==> config.mk <==
export PLATFORM = sky130hd
export DESIGN_NAME = alu_batch_exec
export DESIGN_NICKNAME = d
export VERILOG_FILES = /design/src/rtl/alu_cmd_pkg.sv /design/src/rtl/alu_exec_core.sv /design/src/rtl/alu_batch_exec.sv
export SDC_FILE = /design/constraint.sdc
export NUM_CORES = 1
export LEC_CHECK = 0
export ABC_AREA = 1
export CAP_MARGIN = 20
export CORE_ASPECT_RATIO = 1.2
export CORE_MARGIN = 4
export CORE_UTILIZATION = 38
export DETAILED_ROUTE_END_ITERATION = 10
export HOLD_SLACK_MARGIN = 0.06
export SLEW_MARGIN = 20
export SYNTH_ARGS = -nofsm -noshare
export SYNTH_HDL_FRONTEND = slang
export SYNTH_HIERARCHICAL = 1
export SYNTH_SLANG_ARGS = --single-unit
==> constraint.sdc <==
create_clock -name clk -period 5.4 [get_ports clk]
set_input_delay 1.62 -clock clk [delete_from_list [all_inputs] [get_ports clk]]
set_output_delay 1.62 -clock clk [all_outputs]
set_load 0.02 [all_outputs]
==> src/rtl/alu_cmd_pkg.sv <==
// Shared definitions for the ALU batch executor: command encodings,
// command-word field positions, FSM states and the default batch length.
package alu_cmd_pkg;

    localparam int BATCH_LEN_DEF = 8;

    // Command word layout: [23]R, [22]C, [21:19]Addr, [18:16]Cmd, [15:8]a, [7:0]b
    localparam int F_R       = 23;
    localparam int F_C       = 22;
    localparam int F_ADDR_HI = 21;
    localparam int F_ADDR_LO = 19;
    localparam int F_CMD_HI  = 18;
    localparam int F_CMD_LO  = 16;
    localparam int F_A_LO    = 8;
    localparam int F_B_LO    = 0;

    typedef enum logic [2:0] {
        CMD_ADD = 3'd0,
        CMD_SUB = 3'd1,
        CMD_AND = 3'd2,
        CMD_OR  = 3'd3,
        CMD_XOR = 3'd4,
        CMD_MUL = 3'd5,
        CMD_SHL = 3'd6,
        CMD_CMP = 3'd7
    } alu_cmd_e;

    typedef enum logic [1:0] {
        ST_IDLE  = 2'd0,
        ST_RUN   = 2'd1,
        ST_DRAIN = 2'd2,
        ST_DONE  = 2'd3
    } state_e;

endpackage

==> src/rtl/alu_exec_core.sv <==
// Combinational ALU used in the second pipeline stage.
// Operands are unsigned; the result is double width.
module alu_exec_core
    import alu_cmd_pkg::*;
#(
    parameter int DW = 8
) (
    input  alu_cmd_e        cmd,
    input  logic [DW-1:0]   a,
    input  logic [DW-1:0]   b,
    output logic [2*DW-1:0] result,
    output logic            carry,
    output logic            zero
);

    logic [DW:0]     sum;
    logic [2*DW-1:0] prod;

    assign sum  = {1'b0, a} + {1'b0, b};
    assign prod = {{DW{1'b0}}, a} * {{DW{1'b0}}, b};
    assign zero = ~|result;

    // Result and carry selection per command
    always_comb begin
        result = '0;
        carry  = 1'b0;
        case (cmd)
            CMD_ADD: begin
                result = {{(DW-1){1'b0}}, sum};
                carry  = sum[DW];
            end
            CMD_SUB: begin
                result = {{DW{1'b0}}, a} - {{DW{1'b0}}, b};
                carry  = (a < b);
            end
            CMD_AND: result = {{DW{1'b0}}, a & b};
            CMD_OR:  result = {{DW{1'b0}}, a | b};
            CMD_XOR: result = {{DW{1'b0}}, a ^ b};
            CMD_MUL: begin
                result = prod;
                carry  = |prod[2*DW-1:DW];
            end
            CMD_SHL: result = {{DW{1'b0}}, a} << b[3:0];
            CMD_CMP: begin
                if (a > b)
                    result = {{(2*DW-1){1'b0}}, 1'b1};
                else if (a == b)
                    result = '0;
                else
                    result = '1;
                carry = (a < b);
            end
            default: result = '0;
        endcase
    end

endmodule

==> src/rtl/alu_batch_exec.sv <==
// Batch executor: accepts up to BATCH_LEN command words, executes them in a
// two-stage pipeline and stores results in an 8-entry bank for host readback.
//
// state    | meaning
// ---------+------------------------------------------------------------
// ST_IDLE  | waiting for an alu_en rising edge
// ST_RUN   | accepting words; alu_en low aborts
// ST_DRAIN | last word retiring from stage 2
// ST_DONE  | done pulse, back to idle
module alu_batch_exec
    import alu_cmd_pkg::*;
#(
    parameter int BATCH_LEN = BATCH_LEN_DEF,
    parameter int DW        = 8
) (
    input  logic            clk,
    input  logic            rst,
    input  logic            alu_en,
    input  logic            in_valid,
    input  logic [23:0]     in_data,
    output logic            busy,
    output logic            done,
    output logic            abort,
    output logic [7:0]      res_valid,
    input  logic            rd_en,
    input  logic [2:0]      rd_addr,
    output logic [2*DW-1:0] rd_data,
    output logic [1:0]      rd_flags
);

    localparam logic [3:0] LAST_IDX = 4'(BATCH_LEN - 1);

    state_e          state, state_n;
    logic            alu_en_q;
    logic [3:0]      count;
    logic [DW-1:0]   chain;
    logic            start, abort_n, accept;

    logic            s1_valid;
    logic [2:0]      s1_addr;
    alu_cmd_e        s1_cmd;
    logic [DW-1:0]   s1_a;
    logic [DW-1:0]   s1_b;

    logic [2*DW-1:0] ex_result;
    logic            ex_carry, ex_zero;
    logic [DW-1:0]   chain_fwd;
    logic [DW-1:0]   op_a;

    logic [2*DW-1:0] bank_res [8];
    logic [1:0]      bank_flg [8];

    assign accept    = (state == ST_RUN) && alu_en && in_valid;
    // A word retiring this cycle has not reached the chain register yet.
    assign chain_fwd = s1_valid ? ex_result[DW-1:0] : chain;
    assign op_a      = in_data[F_C] ? chain_fwd : in_data[F_A_LO +: DW];

    alu_exec_core #(.DW(DW)) u_core (
        .cmd    (s1_cmd),
        .a      (s1_a),
        .b      (s1_b),
        .result (ex_result),
        .carry  (ex_carry),
        .zero   (ex_zero)
    );

    // State register, alu_en edge history and registered abort pulse
    always_ff @(posedge clk or posedge rst) begin
        if (rst) begin
            state    <= ST_IDLE;
            alu_en_q <= 1'b0;
            abort    <= 1'b0;
        end else begin
            state    <= state_n;
            alu_en_q <= alu_en;
            abort    <= abort_n;
        end
    end

    // Next-state decode and state-derived outputs
    always_comb begin
        state_n = state;
        busy    = 1'b0;
        done    = 1'b0;
        abort_n = 1'b0;
        start   = 1'b0;
        case (state)
            ST_IDLE: begin
                if (alu_en && !alu_en_q) begin
                    state_n = ST_RUN;
                    start   = 1'b1;
                end
            end
            ST_RUN: begin
                busy = 1'b1;
                if (!alu_en) begin
                    state_n = ST_IDLE;
                    abort_n = 1'b1;
                end else if (in_valid && (count == LAST_IDX)) begin
                    state_n = ST_DRAIN;
                end
            end
            ST_DRAIN: begin
                busy    = 1'b1;
                state_n = ST_DONE;
            end
            ST_DONE: begin
                done    = 1'b1;
                state_n = ST_IDLE;
            end
            default: state_n = ST_IDLE;
        endcase
    end

    // Word count and chain register; both restart with each batch
    always_ff @(posedge clk or posedge rst) begin
        if (rst) begin
            count <= '0;
            chain <= '0;
        end else if (start) begin
            count <= '0;
            chain <= '0;
        end else begin
            if (accept)
                count <= count + 1'b1;
            if (s1_valid)
                chain <= ex_result[DW-1:0];
        end
    end

    // Stage 1: capture decoded fields; only R=1 words become valid
    always_ff @(posedge clk or posedge rst) begin
        if (rst) begin
            s1_valid <= 1'b0;
            s1_addr  <= '0;
            s1_cmd   <= CMD_ADD;
            s1_a     <= '0;
            s1_b     <= '0;
        end else begin
            s1_valid <= accept && in_data[F_R];
            if (accept) begin
                s1_addr <= in_data[F_ADDR_HI:F_ADDR_LO];
                s1_cmd  <= alu_cmd_e'(in_data[F_CMD_HI:F_CMD_LO]);
                s1_a    <= op_a;
                s1_b    <= in_data[F_B_LO +: DW];
            end
        end
    end

    // Result-valid mask: cleared at batch start, set by each stage-2 write
    always_ff @(posedge clk or posedge rst) begin
        if (rst)
            res_valid <= '0;
        else if (start)
            res_valid <= '0;
        else if (s1_valid)
            res_valid[s1_addr] <= 1'b1;
    end

    // Stage 2 write into the result bank; contents are masked by res_valid
    always_ff @(posedge clk) begin
        if (s1_valid) begin
            bank_res[s1_addr] <= ex_result;
            bank_flg[s1_addr] <= {ex_zero, ex_carry};
        end
    end

    // Registered readback; a same-edge write is not visible until the next read
    always_ff @(posedge clk or posedge rst) begin
        if (rst) begin
            rd_data  <= '0;
            rd_flags <= '0;
        end else if (rd_en) begin
            if (res_valid[rd_addr]) begin
                rd_data  <= bank_res[rd_addr];
                rd_flags <= bank_flg[rd_addr];
            end else begin
                rd_data  <= '0;
                rd_flags <= '0;
            end
        end
    end

endmodule
# After elaboration in Yosys (flattened, before gate mapping)
# Memory sizes are Yosys's and may differ from the RTL's.
# Index checks and enable logic that the tools add are counted.
# W data, S select, Z words.
dict set report word_totals {
  ff_bits 65
  latchBits 0
  ram_bits 144
  romBits 0
  wordCells 89
  memories 2
}
dict set report op_classes {
  addsub 3
  multipliers 1
  n_div 0
  n_lt_le_gt_ge 5
  eq_ne 14
  n_shift 1
  mux 29
  bitwise 4
  reduce_logical 17
}
# name words word_bits rd rd_ports_with_merged_regs write_ports line
set mem_list {}
lappend mem_list {bank_res 8 16 1 0 1 alu_batch_exec.sv:50} ;# logic [2*DW-1:0] bank_res [8];
lappend mem_list {bank_flg 8 2 1 0 1 alu_batch_exec.sv:51} ;# logic [1:0] bank_flg [8];
# operator count
set ops {}
lappend ops {{$pmux W16 S8} 1}
lappend ops {{$mux W16} 3}
lappend ops {{$mux W8} 5}
lappend ops {{$mul A8 B8 Y16} 1}
lappend ops {{$or A8 B8 Y8} 2}
lappend ops {{$reduce_or A16 Y1} 1}
lappend ops {{$shl A8 B4 Y16} 1}
lappend ops {{$eq A3 B3 Y1 const B} 4}
lappend ops {{$mux W1} 10}
lappend ops {{$add A8 B8 Y9} 1}
lappend ops {{$sub A8 B8 Y9} 1}
lappend ops {{$and A8 B8 Y8} 1}
lappend ops {{$eq A8 B8 Y1} 1}
lappend ops {{$gt A8 B8 Y1} 1}
lappend ops {{$lt A3 B4 Y1 const B} 2}
lappend ops {{$lt A8 B8 Y1} 1}
lappend ops {{$mux W2} 4}
lappend ops {{$mux W4} 2}
lappend ops {{$pmux W2 S4} 1}
lappend ops {{$reduce_or A8 Y1} 1}
lappend ops {{$xor A8 B8 Y8} 1}
lappend ops {{$eq A3 B2 Y1 const B} 2}
lappend ops {{$logic_and A1 B1 Y1} 6}
lappend ops {{$add A4 B1 Y4 const B} 1}
lappend ops {{other kinds (16)} 20}

# Longest topological paths before layout
# Gate-level depths: netlist of the first run.
dict set report depth {
  depth_word 7
  mapped_depth 26
  ltp_nobuf 25
}

# Cells and area by module
# The synthesis of the first run kept the hierarchy.
# module n_inst cells_each area_per_inst_um2 seq_area_each_um2
set by_module_without_submodules {}
lappend by_module_without_submodules {alu_batch_exec 1 949 9058.7 5950.7}
lappend by_module_without_submodules {alu_exec_core 1 790 4495.6 0.0}

# Least setup slack after synthesis of the first run
# OpenSTA, ideal clock, no wires.
dict set report synth_timing {
  path_type {register to register}
  start {reg s1_b[2]}
  end {mem bank_flg[0][1] (data pin)}
  arrival_time_ps 4347
  t_required_ps 5194
  setup_slack_ps 848
  path_stages_with_launch 26
  n_path_buf 2
  period_less_slack_ps 4552
  path_cell_list {dfrtp_1 > buf_2 > clkbuf_1 > nand2_1 > fa_1 > fa_1 > inv_1 > fa_1 > inv_1 > fa_1 > inv_1 > ha_1 > nand2_1 > inv_1 > nand2_1 > nand2_1 > nand2_1 > nand3_1 > nand2_1 > nand2_1 > nor2_1 > nor2_1 > nand2_1 > nor2_1 > nand2_1 > nor2_1}
}
dict set report synth_via {
  elab_chain_cells 6
  elab_cells_between_ends 14
  classes_between {add/sub: 2; mul: 1; order compare: 1; eq/ne: 1; shift: 1; mux: 3; bitwise: 3; reduce/logical: 2}
}
# element line
set synth_rtl {}
lappend synth_rtl {{start: declaration} alu_batch_exec.sv:43} ;# logic [DW-1:0] s1_b;
lappend synth_rtl {{start signal: assignment} alu_batch_exec.sv:145} ;# s1_b <= in_data[F_B_LO +: DW];
lappend synth_rtl {{parallel branches: the longest is 3 deep, another holds $mul A8 B8 Y16} n/a}
lappend synth_rtl {{$pmux W16 S8 *} alu_exec_core.sv:27} ;# case (cmd)
lappend synth_rtl {{$reduce_or A16 Y1 *} alu_exec_core.sv:21} ;# assign zero = ~|result;
lappend synth_rtl {{$logic_not A1 Y1 *} alu_exec_core.sv:21}
lappend synth_rtl {{named net ex_zero} alu_batch_exec.sv:46} ;# logic ex_carry, ex_zero;
lappend synth_rtl {{end: declaration} alu_batch_exec.sv:51}
# Mark *: on every way through the listed nets, which the timed path passes.

# Worst setup path in the final report of the first run
dict set report layout_timing {
  start {reg s1_a[3]}
  end {mem bank_flg[3][1] (data pin)}
}
dict set report layout_via {
  elab_chain_cells 6
  elab_cells_between_ends 14
  classes_between {add/sub: 2; mul: 1; order compare: 1; eq/ne: 1; shift: 1; mux: 3; bitwise: 3; reduce/logical: 2}
}
# element line
set layout_rtl {}
lappend layout_rtl {{start: declaration} alu_batch_exec.sv:42} ;# logic [DW-1:0] s1_a;
lappend layout_rtl {{start signal: assignment} alu_batch_exec.sv:144} ;# s1_a <= op_a;
lappend layout_rtl {{parallel branches: the longest is 3 deep, another holds $mul A8 B8 Y16} n/a}
lappend layout_rtl {{$pmux W16 S8 *} alu_exec_core.sv:27}
lappend layout_rtl {{named net ex_result[7]} alu_batch_exec.sv:45} ;# logic [2*DW-1:0] ex_result;
lappend layout_rtl {{$reduce_or A16 Y1 *} alu_exec_core.sv:21}
lappend layout_rtl {{$logic_not A1 Y1 *} alu_exec_core.sv:21}
lappend layout_rtl {{named net ex_zero} alu_batch_exec.sv:46}
# Marks and branches as above.

==> results of run 1 <==
==> cells in the mapped netlist, types with 14 or more instances <==
cell      number  share of area
nand2_1      594           0.16
inv_1        340          0.094
nand3_1      185          0.068
edfxtp_1     144           0.32
nor2_1       106          0.029
ha_1          67          0.062
dfrtp_1       65           0.12
fa_1          38          0.056
buf_2         31          0.011
clkbuf_1      27         0.0075
a21oi_1       20         0.0074
nand4_1       17         0.0078
inv_2         14         0.0039
==> flip-flops by register name, indices dropped and copies added, names as in the netlist, 2 cells and up, named ones only <==
signal and flops:
res_valid 8, s1_cmd 3, bank_res 128, count 4
rd_data 16, chain 8, s1_b 8, s1_addr 3
bank_flg 16, rd_flags 2, s1_a 8
==> through the flow <==
| stage | instances | utilization | cell area, µm² | power, mW | hold slack [ps] |
|---|---|---|---|---|---|
| final | 2262 | 0.4360 | 15300 | 8.760 | 476.1 |
| after global routing | 2262 | 0.4360 | 15300 | 9.536 | 497.6 |
| after CTS | 2262 | 0.4359 | 15300 | 8.798 | 482.2 |
| after detailed placement | 2220 | 0.4163 | 14610 | 7.326 | 465.3 |
| after global placement | 2220 | 0.4163 | 14610 | 7.267 | 461.7 |
| after floorplan | 1739 | - | 13550 | 5.941 | 443.1 |
==> placed cells by master, fill, tap and decap left out, drive strengths merged <==
master,count
dfrtp,65
nand3,189
xnor2,1
clkinv,14
o211ai,9
o21bai,1
nor2,116
fa,38
a21oi,21
edfxtp,144
o21ai,16
and3,1
nand2,598
nand4,17
or2,6
buf,26
o21a,1
xor2,3
nand3b,6
bufinv,1
mux2i,8
ha,67
clkdlybuf4s50,59
clkbuf,29
nor3,7
a21boi,1
inv,355
o311ai,1
==> routing by layer <==
metal | up-vias | wire length (µm)
met5 | - | 0
met4 | 0 | 958
met3 | 59 | 1442
met2 | 286 | 17230
met1 | 5175 | 14900
li1 | 5433 | -
==> logic make-up after synthesis <==
logic type,synth area share
buffers and inverters,0.1230
AO/OA/AOI/OAI,0.02160
flip-flops,0.4390
adder cells (fa/ha/maj),0.1180
XOR/XNOR,0.002585
AND/OR/NAND/NOR,0.2899
multiplexers,0.005908
==> critical path: stages (launching register included) <==
cell and delay, ps:
dfrtp_1 580, ha_1 270, inv_1 90, fa_1 390
fa_1 530, inv_1 60, fa_1 520, inv_1 50
fa_1 470, inv_1 40, ha_1 320, nand3b_1 170
nand3_1 160, nand3_1 110, nor2_1 100, nand3_1 280
nor2_1 180, nand3_1 140, nor2_2 260
==> what timing repair did <==
item / 4_1_cts / 5_1_grt
resized for setup: 0 / 3
setup endpoints to repair: 0 / 9
hold buffers: 0 / 0
==> power by group through the flow <==
stage	registers [mW]	clock network (mW)	logic, mW
final	2.56	1.44	4.75
after global routing	2.60	1.53	5.40
after CTS	2.56	1.48	4.76
after detailed placement	2.59	0	4.73
after global placement	2.59	0	4.68
after floorplan	2.45	0	3.49
==> worst paths after layout <==
path	start	endpoint	cells after the start
setup reg to reg	s1_a[3]	bank_flg[3][1]	18
hold / removal	rd_data[12]	rd_data[12]	2
setup / recovery	s1_a[3]	bank_flg[3][1]	18
hold reg to reg	rd_data[12]	rd_data[12]	2
min in group asynchronous	rst	chain[5]	2
max in group asynchronous	rst	s1_b[3]	3
==> layout make-up <==
| cell class | count | area share |
|---|---|---|
| multi-input cells | 1107 | 0.3895 |
| clock inverters | 13 | 0.005805 |
| flip-flops and latches | 209 | 0.3890 |
| clock buffers | 29 | 0.03908 |
| inverters | 357 | 0.08765 |
| well taps | 462 | 0.03777 |
| repair buffers | 85 | 0.05118 |
==> flow_summary.yaml, run 1 <==
outcome:
  status: "finished, final reports clean"
clocking:
  cts-root-buf: "clkbuf_16"
  tritoncts: "built"
  clk-insertion-delay-late_ps: 510
  numCtsBuffers: 23
  clk_pin_slew_ps: 60
  post_cts_buffers: 0
  clockBufferDepth: 3
  htreeDepth: 1
  cts_sinks: 209
cells_and_area:
  fin_nets: 1920
  syn_to_final_growth_pct: 12.90
  num-fill-cells: 3513
  drive_gt1_frac: 0.05833
  multi_input_area_um2: 5961
  seq_area_um2: 5953
  antenna_cells: 0
route:
  drt-wirelength-per-cell_um: 15.27
  route.detailed.drc: 0
  wl_um: 34530
  antenna_left: 0
  vias_per_cell: 4.842
  vias: 10953
  dr.pass1.iters: 5
  drt_iter0_markers: 859
setup_path:
  cp-start-kind: "register"
  cp_max_fo: 12
  r2r_slack_ps: 440
  criticalPathCategory: "register to register"
  cp.arrival_ps: 5250
  crit_required_ps: 5690
  cp-end-kind: "register"
synthesis:
  synth_edf_count: 144
  syn_inst: 1739
  synth_ff_type: "edfxtp_1"
  synthDistinctLibCells: 40
  synthArstFlopShare: 0.3110
  ys_seq_area_frac: 0.4390
  ys_ff_latch: 209
  syn-num-nets: 1876
  synth_warnings: 6
  syn_area_per_cell_um2: 7.794
  netlist_area_um2: 13550
grt:
  busiest_layer: "met2"
  grt_max_degree: 77
  grt_use_met1: 0.2286
  grt_first_pass_wirelength_um: 55480
  gr-total-overflow: 0
  use_met2: 0.3110
  antenna_found_initial: 0
  grt_use_total: 0.1742
  grt_use_met3: 0.01387
  first_global_vias: 10570
floorplan:
  dieArea_um2: 38770
  start_util: 0.3862
  std_cell_rows: 75
  fp.dieH_um: 214.9
  io_pins: 61
  die_w_um: 180.4
  core-area_um2: 35100
timing:
  hold_viol: 0
  slew_violations: 0
  fmax_ghz: 0.2015
  clock_skew_ps: 30.53
  rsz0062_at_grt: "no"
  fin_crit_ps: 4962
  worst_pin_slew_ps: 878.2
  timing.final.ws_setup_ps: 437.8
  maxSlewHeadroom: 0.4139
  period_share: 0.9189
  finalSetupViolations: 0
  setup-tns-final_ps: 0
placed_design:
  pre_cts_ws_ps: 299.4
  dp_hpwl_um: 25080
  numPortBuffers: 60
  globalplace.congestion: 0.9545
power:
  seq_power_share: 0.293
  switchingPower_mw: 4.099
  peakVddDrop_mv: 0.2877
  power_frac_comb: 0.543
  power_frac_clock: 0.165
  p_leak_nw: 8.001
  intPower_mw: 4.661
  power.density_nw_per_um2: 572.4
  swShare: 0.4679
job:
  cap_viol_max_count: 0
worst_hold_path:
  hold_class: "register to register"
Note: power is estimated with default switching activity, not from simulation.
==> run 2, diff against run 1 <==
==> constraint.sdc (replaced) <==
create_clock -name clk -period 5.4 [get_ports clk]
set_input_delay 1.08 -clock clk [delete_from_list [all_inputs] [get_ports clk]]
set_output_delay 1.08 -clock clk [all_outputs]
set_load 0.02 [all_outputs]
==> flow_summary.yaml, run 2 (synthesis gave the netlist of run 1 again) <==
outcome:
  status: "finished, final reports clean"
cells_and_area:
  drive_gt1_frac: 0.06156
  syn_to_final_growth_pct: 13.43
  layout_commonest_cell: "nand2_1"
  num-fill-cells: 3533
  antenna_cells: 0
  design_area_um2: 15370
  top_regs: "bank_res x128, bank_flg x16, rd_data x16"
  regMostFlops: "bank_res"
  final_cell_mix: "594 x nand2_1, 339 x inv_1, 185 x nand3_1"
  largest_reg_flops: 128
  fin_nets: 1922
setup_path:
  criticalPathCategory: "register to register"
  cp.depth: 22
  crit_required_ps: 5710
  rr_endpoint: "bank_flg[6][1]"
  r2r_slack_ps: 460
  slowest_stage: "dfrtp_1"
  cp.arrival_ps: 5250
  cpPeakStageDelay_ps: 540
  worstReg2RegStart: "s1_b[3]"
  crit_path_end: "bank_flg[6][1]"
  cp-start-kind: "register"
  cp_common_cell: "inv_1"
  cp-end-kind: "register"
  path_delay_family: "adder cells"
  cp_max_fo: 10
  crit_path_cell_trace: "ha_1 > inv_1 > fa_1 > inv_1 > ha_1 > inv_1 > fa_1 > fa_1 > inv_1 > ha_1 > nand2_1 > nand2_1 > inv_1 > nand2_1 > nand2_1 > nand3_1 > nand3_1 > nor2_1 > nand3_1 > nor2_1 > nand3_1 > nor2_2"
  rr_worst_depth: 22
  critical_path_buf_inv_count: 5
  crit_start: "s1_b[3]"
timing:
  setup-tns-final_ps: 0
  finalSetupViolations: 0
  worst_pin_slew_ps: 1021
  maxSlewHeadroom: 0.3193
  hold_viol: 0
  fmax_ghz: 0.2022
  rsz0062_at_grt: "no"
  slew_violations: 0
  clock_skew_ps: 23.95
  period_share: 0.9157
  fin_crit_ps: 4945
floorplan:
  die_w_um: 180.4
  std_cell_rows: 75
  start_util: 0.3862
  fp.dieH_um: 214.9
  core-area_um2: 35100
  dieArea_um2: 38770
  io_pins: 61
clocking:
  clk_pin_slew_ps: 50
  numCtsBuffers: 24
  htreeDepth: 1
  clk-insertion-delay-late_ps: 520
  cts_sinks: 209
  tritoncts: "built"
  cts-hold-fix-buffers: 0
  clockBufferDepth: 3
  cts-root-buf: "clkbuf_16"
route:
  antenna_left: 0
  dr.pass1.iters: 5
  wl_um: 34580
  drt_iter0_markers: 742
  vias_per_cell: 4.797
  vias: 10865
  drt-wirelength-per-cell_um: 15.27
  route.detailed.drc: 0
power:
  power.density_nw_per_um2: 574.6
  p_leak_nw: 8.039
  peakVddDrop_mv: 0.3933
grt:
  grt_first_pass_wirelength_um: 56250
  antenna_found_initial: 0
  first_global_vias: 10567
  grt_use_total: 0.1765
  gr-total-overflow: 0
  grt_max_degree: 77
placed_design:
  dp_hpwl_um: 24830
  numPortBuffers: 60
  placed_cell_area_um2: 14620
  globalplace.congestion: 0.9654
job:
  cap_viol_max_count: 0
worst_hold_path:
  hold_class: "register to register"
[run 2: how the worst min path moves through the flow]
stage                 from     endpoint  slack [ps]  depth (start not counted)
3_5_place_dp    rd_data[5]   rd_data[5]         460                          2
3_3_place_gp   rd_data[13]  rd_data[13]         460                          2
4_1_cts         rd_data[5]   rd_data[5]         480                          2
2_1_floorplan    s1_cmd[1]    s1_cmd[1]         440                          2
6_report        rd_data[5]   rd_data[5]         480                          2
5_1_grt        rd_data[15]  rd_data[15]         500                          2
[run 2: what timing repair did]
item	4_1_cts	5_1_grt
gates resized for setup	0	2
endpoints found under the setup margin	0	8
buffers inserted	0	0
[run 2: metal layers]
metal / share of wire / vias up / GRT usage
li1: - / 5428 / -
met1: 0.43 / 5112 / 0.2294
met2: 0.50 / 267 / 0.3143
met3: 0.044 / 58 / 0.01725
met4: 0.027 / 0 / 0.04967
met5: 0 / - / 0
[run 2: worst min-delay path, delay by kind of cell, from the launching register on]
family	cells	cell delay (ps)
flip-flops	1	340
AND/OR/NAND/NOR	2	100
[run 2: layout make-up]
| type | instances | area (µm²) | share of cell area |
|---|---|---|---|
| inverters | 357 | 1340 | 0.08716 |
| clock buffers | 30 | 643.1 | 0.04183 |
| clock inverters | 14 | 110.1 | 0.007162 |
| well taps | 462 | 578.1 | 0.03760 |
| multi-input cells | 1107 | 5961 | 0.3877 |
| repair buffers | 86 | 790.8 | 0.05143 |
| flip-flops and latches | 209 | 5952 | 0.3871 |
[run 2: through the flow]
step	worst slack, ps	utilization	total power [mW]	hold WS, ps	instances
after floorplan	847.5	-	5.941	443.1	1739
after global placement	466.8	0.4165	7.287	464.9	2221
after detailed placement	299.1	0.4165	7.311	464.7	2221
after CTS	275.1	0.4380	8.872	480.4	2265
after global routing	70.79	0.4381	9.659	505.0	2265
final	455.4	0.4381	8.835	478.5	2265
[run 2: report_power, final]
part	internal (mW)	switching [mW]	total [mW]	leakage (nW)
Combinational	1.56	3.19	4.75	5.49
Clock	0.895	0.633	1.53	0.368
Sequential	2.27	0.283	2.56	2.18
==> run 3, diff against run 2 <==
--- a/config.mk
+++ b/config.mk
@@ -8,7 +8,7 @@
 export ABC_AREA = 1
 export CAP_MARGIN = 20
 export CORE_ASPECT_RATIO = 1.2
-export CORE_MARGIN = 4
+export CORE_MARGIN = 2
 export CORE_UTILIZATION = 38
 export DETAILED_ROUTE_END_ITERATION = 10
 export HOLD_SLACK_MARGIN = 0.06
==> flow_summary.yaml, run 3 (synthesis gave the netlist of run 1 again) <==
cells_and_area:
  antenna_cells: 0
  syn_to_final_growth_pct: 13.73
  drive_gt1_frac: 0.06101
  fin_nets: 1923
  layout_commonest_cell: "nand2_1"
  final_cell_mix: "594 x nand2_1, 339 x inv_1, 185 x nand3_1"
  top_regs: "bank_res x128, bank_flg x16, rd_data x16"
  regMostFlops: "bank_res"
  fin_cells: 2265
  largest_reg_flops: 128
clocking:
  tritoncts: "built"
  clk_pin_slew_ps: 70
  clk-insertion-delay-late_ps: 530
  clockBufferDepth: 3
  numCtsBuffers: 23
  cts-hold-fix-buffers: 0
  cts-root-buf: "clkbuf_16"
  cts_sinks: 209
  htreeDepth: 1
placed_design:
  pre_cts_ws_ps: 381.5
  dp_hpwl_um: 24670
  dp.cells: 2223
  numPortBuffers: 60
  globalplace.congestion: 0.9713
timing:
  maxSlewHeadroom: 0.4183
  finalSetupViolations: 0
  worst_pin_slew_ps: 872.5
  setup-tns-final_ps: 0
  rsz0062_at_grt: "no"
  period_share: 0.9090
  hold_viol: 0
  slew_violations: 0
  fmax_ghz: 0.2037
  timing.final.ws_setup_ps: 491.3
  clock_skew_ps: 38.46
  fin_crit_ps: 4909
setup_path:
  cp-end-kind: "register"
  rr_worst_depth: 22
  cp-start-kind: "register"
  worstReg2RegStart: "s1_b[2]"
  crit_required_ps: 5710
  cp.arrival_ps: 5210
  crit_start: "s1_b[2]"
  criticalPathCategory: "register to register"
  cp_max_fo: 10
grt:
  first_global_vias: 10648
  grt_max_degree: 77
  gr-total-overflow: 0
  antenna_found_initial: 0
  grt_first_pass_wirelength_um: 56490
  grt_use_total: 0.1923
outcome:
  status: "finished, final reports clean"
floorplan:
  std_cell_rows: 75
  fp.dieH_um: 210.9
  dieArea_um2: 37200
  io_pins: 61
  core-area_um2: 35100
  die_w_um: 176.4
  start_util: 0.3862
route:
  wl_um: 34850
  dr.pass1.iters: 5
  route.detailed.drc: 0
  drt-wirelength-per-cell_um: 15.39
  vias_per_cell: 4.788
  drt_iter0_markers: 663
  antenna_left: 0
  vias: 10844
worst_hold_path:
  whs_path_depth: 2
  worstHoldStart: "rd_data[13]"
  hold_class: "register to register"
power:
  power.density_nw_per_um2: 581.0
  peakVddDrop_mv: 0.3014
  p_leak_nw: 8.063
job:
  cap_viol_max_count: 0
==> run 3: metal layers <==
| layer | routed length (µm) | vias up | global-route usage |
|---|---|---|---|
| li1 | - | 5440 | - |
| met1 | 14690 | 5024 | 0.2438 |
| met2 | 17220 | 313 | 0.3414 |
| met3 | 1896 | 67 | 0.02268 |
| met4 | 1046 | 0 | 0.06099 |
| met5 | 0 | - | 0 |
==> run 3: worst max-delay path: stages, from the launching register on <==
cell and delay, ps:
dfrtp_1 560, ha_1 240, inv_1 90, fa_1 410, fa_1 510, inv_1 40
ha_1 260, inv_1 40, fa_1 470, inv_1 40, ha_1 370, nand2_1 80
nand2_1 80, inv_1 50, nand2_1 130, nand2_1 60, nand3_1 130, nand3_1 130
nor2_1 100, nand3_1 290, nor2_1 190, nand3_1 130, nor2_2 270
==> run 3: cell type report <==
class,count,area (µm²)
multi-input combinational,1107,5961
sequential,209,5951
clock buffer,34,646.9
fill,3543,19680
timing repair buffer,88,805.8
tap,462,578.1
inverter,357,1340
clock inverter,8,132.6
==> run 3: worst paths after layout <==
| check | end | slack (ps) |
|---|---|---|
| min | rd_data[13] | 480 |
| max | bank_flg[7][1] | 490 |
| max reg2reg | bank_flg[7][1] | 490 |
| max in group asynchronous | rd_flags[0] | 3670 |
| min in group asynchronous | s1_addr[0] | 1140 |
| min reg2reg | rd_data[13] | 480 |
==> run 3: power breakdown <==
| part | internal, mW | switching, mW |
|---|---|---|
| sequential | 2.27 | 0.283 |
| combinational | 1.57 | 3.22 |
| clock | 0.980 | 0.634 |
==> run 3: what timing repair did <==
action / in CTS / in global routing
setup endpoints to repair: 0 / 7
setup buffers: 0 / 0
resized for setup: 0 / 1
endpoints found under the hold margin: 0 / 0
==> run 3: metrics by stage <==
| step | hold WS [ps] | utilization | instance area (µm²) | total power, mW |
|---|---|---|---|---|
| 3_5_place_dp | 465.9 | 0.4169 | 14630 | 7.331 |
| 3_3_place_gp | 464.5 | 0.4169 | 14630 | 7.293 |
| 6_report | 475.6 | 0.4392 | 15410 | 8.956 |
| 5_1_grt | 494.3 | 0.4392 | 15410 | 9.757 |
| 4_1_cts | 481.6 | 0.4391 | 15410 | 8.969 |
| 2_1_floorplan | 443.1 | - | 13550 | 5.941 |
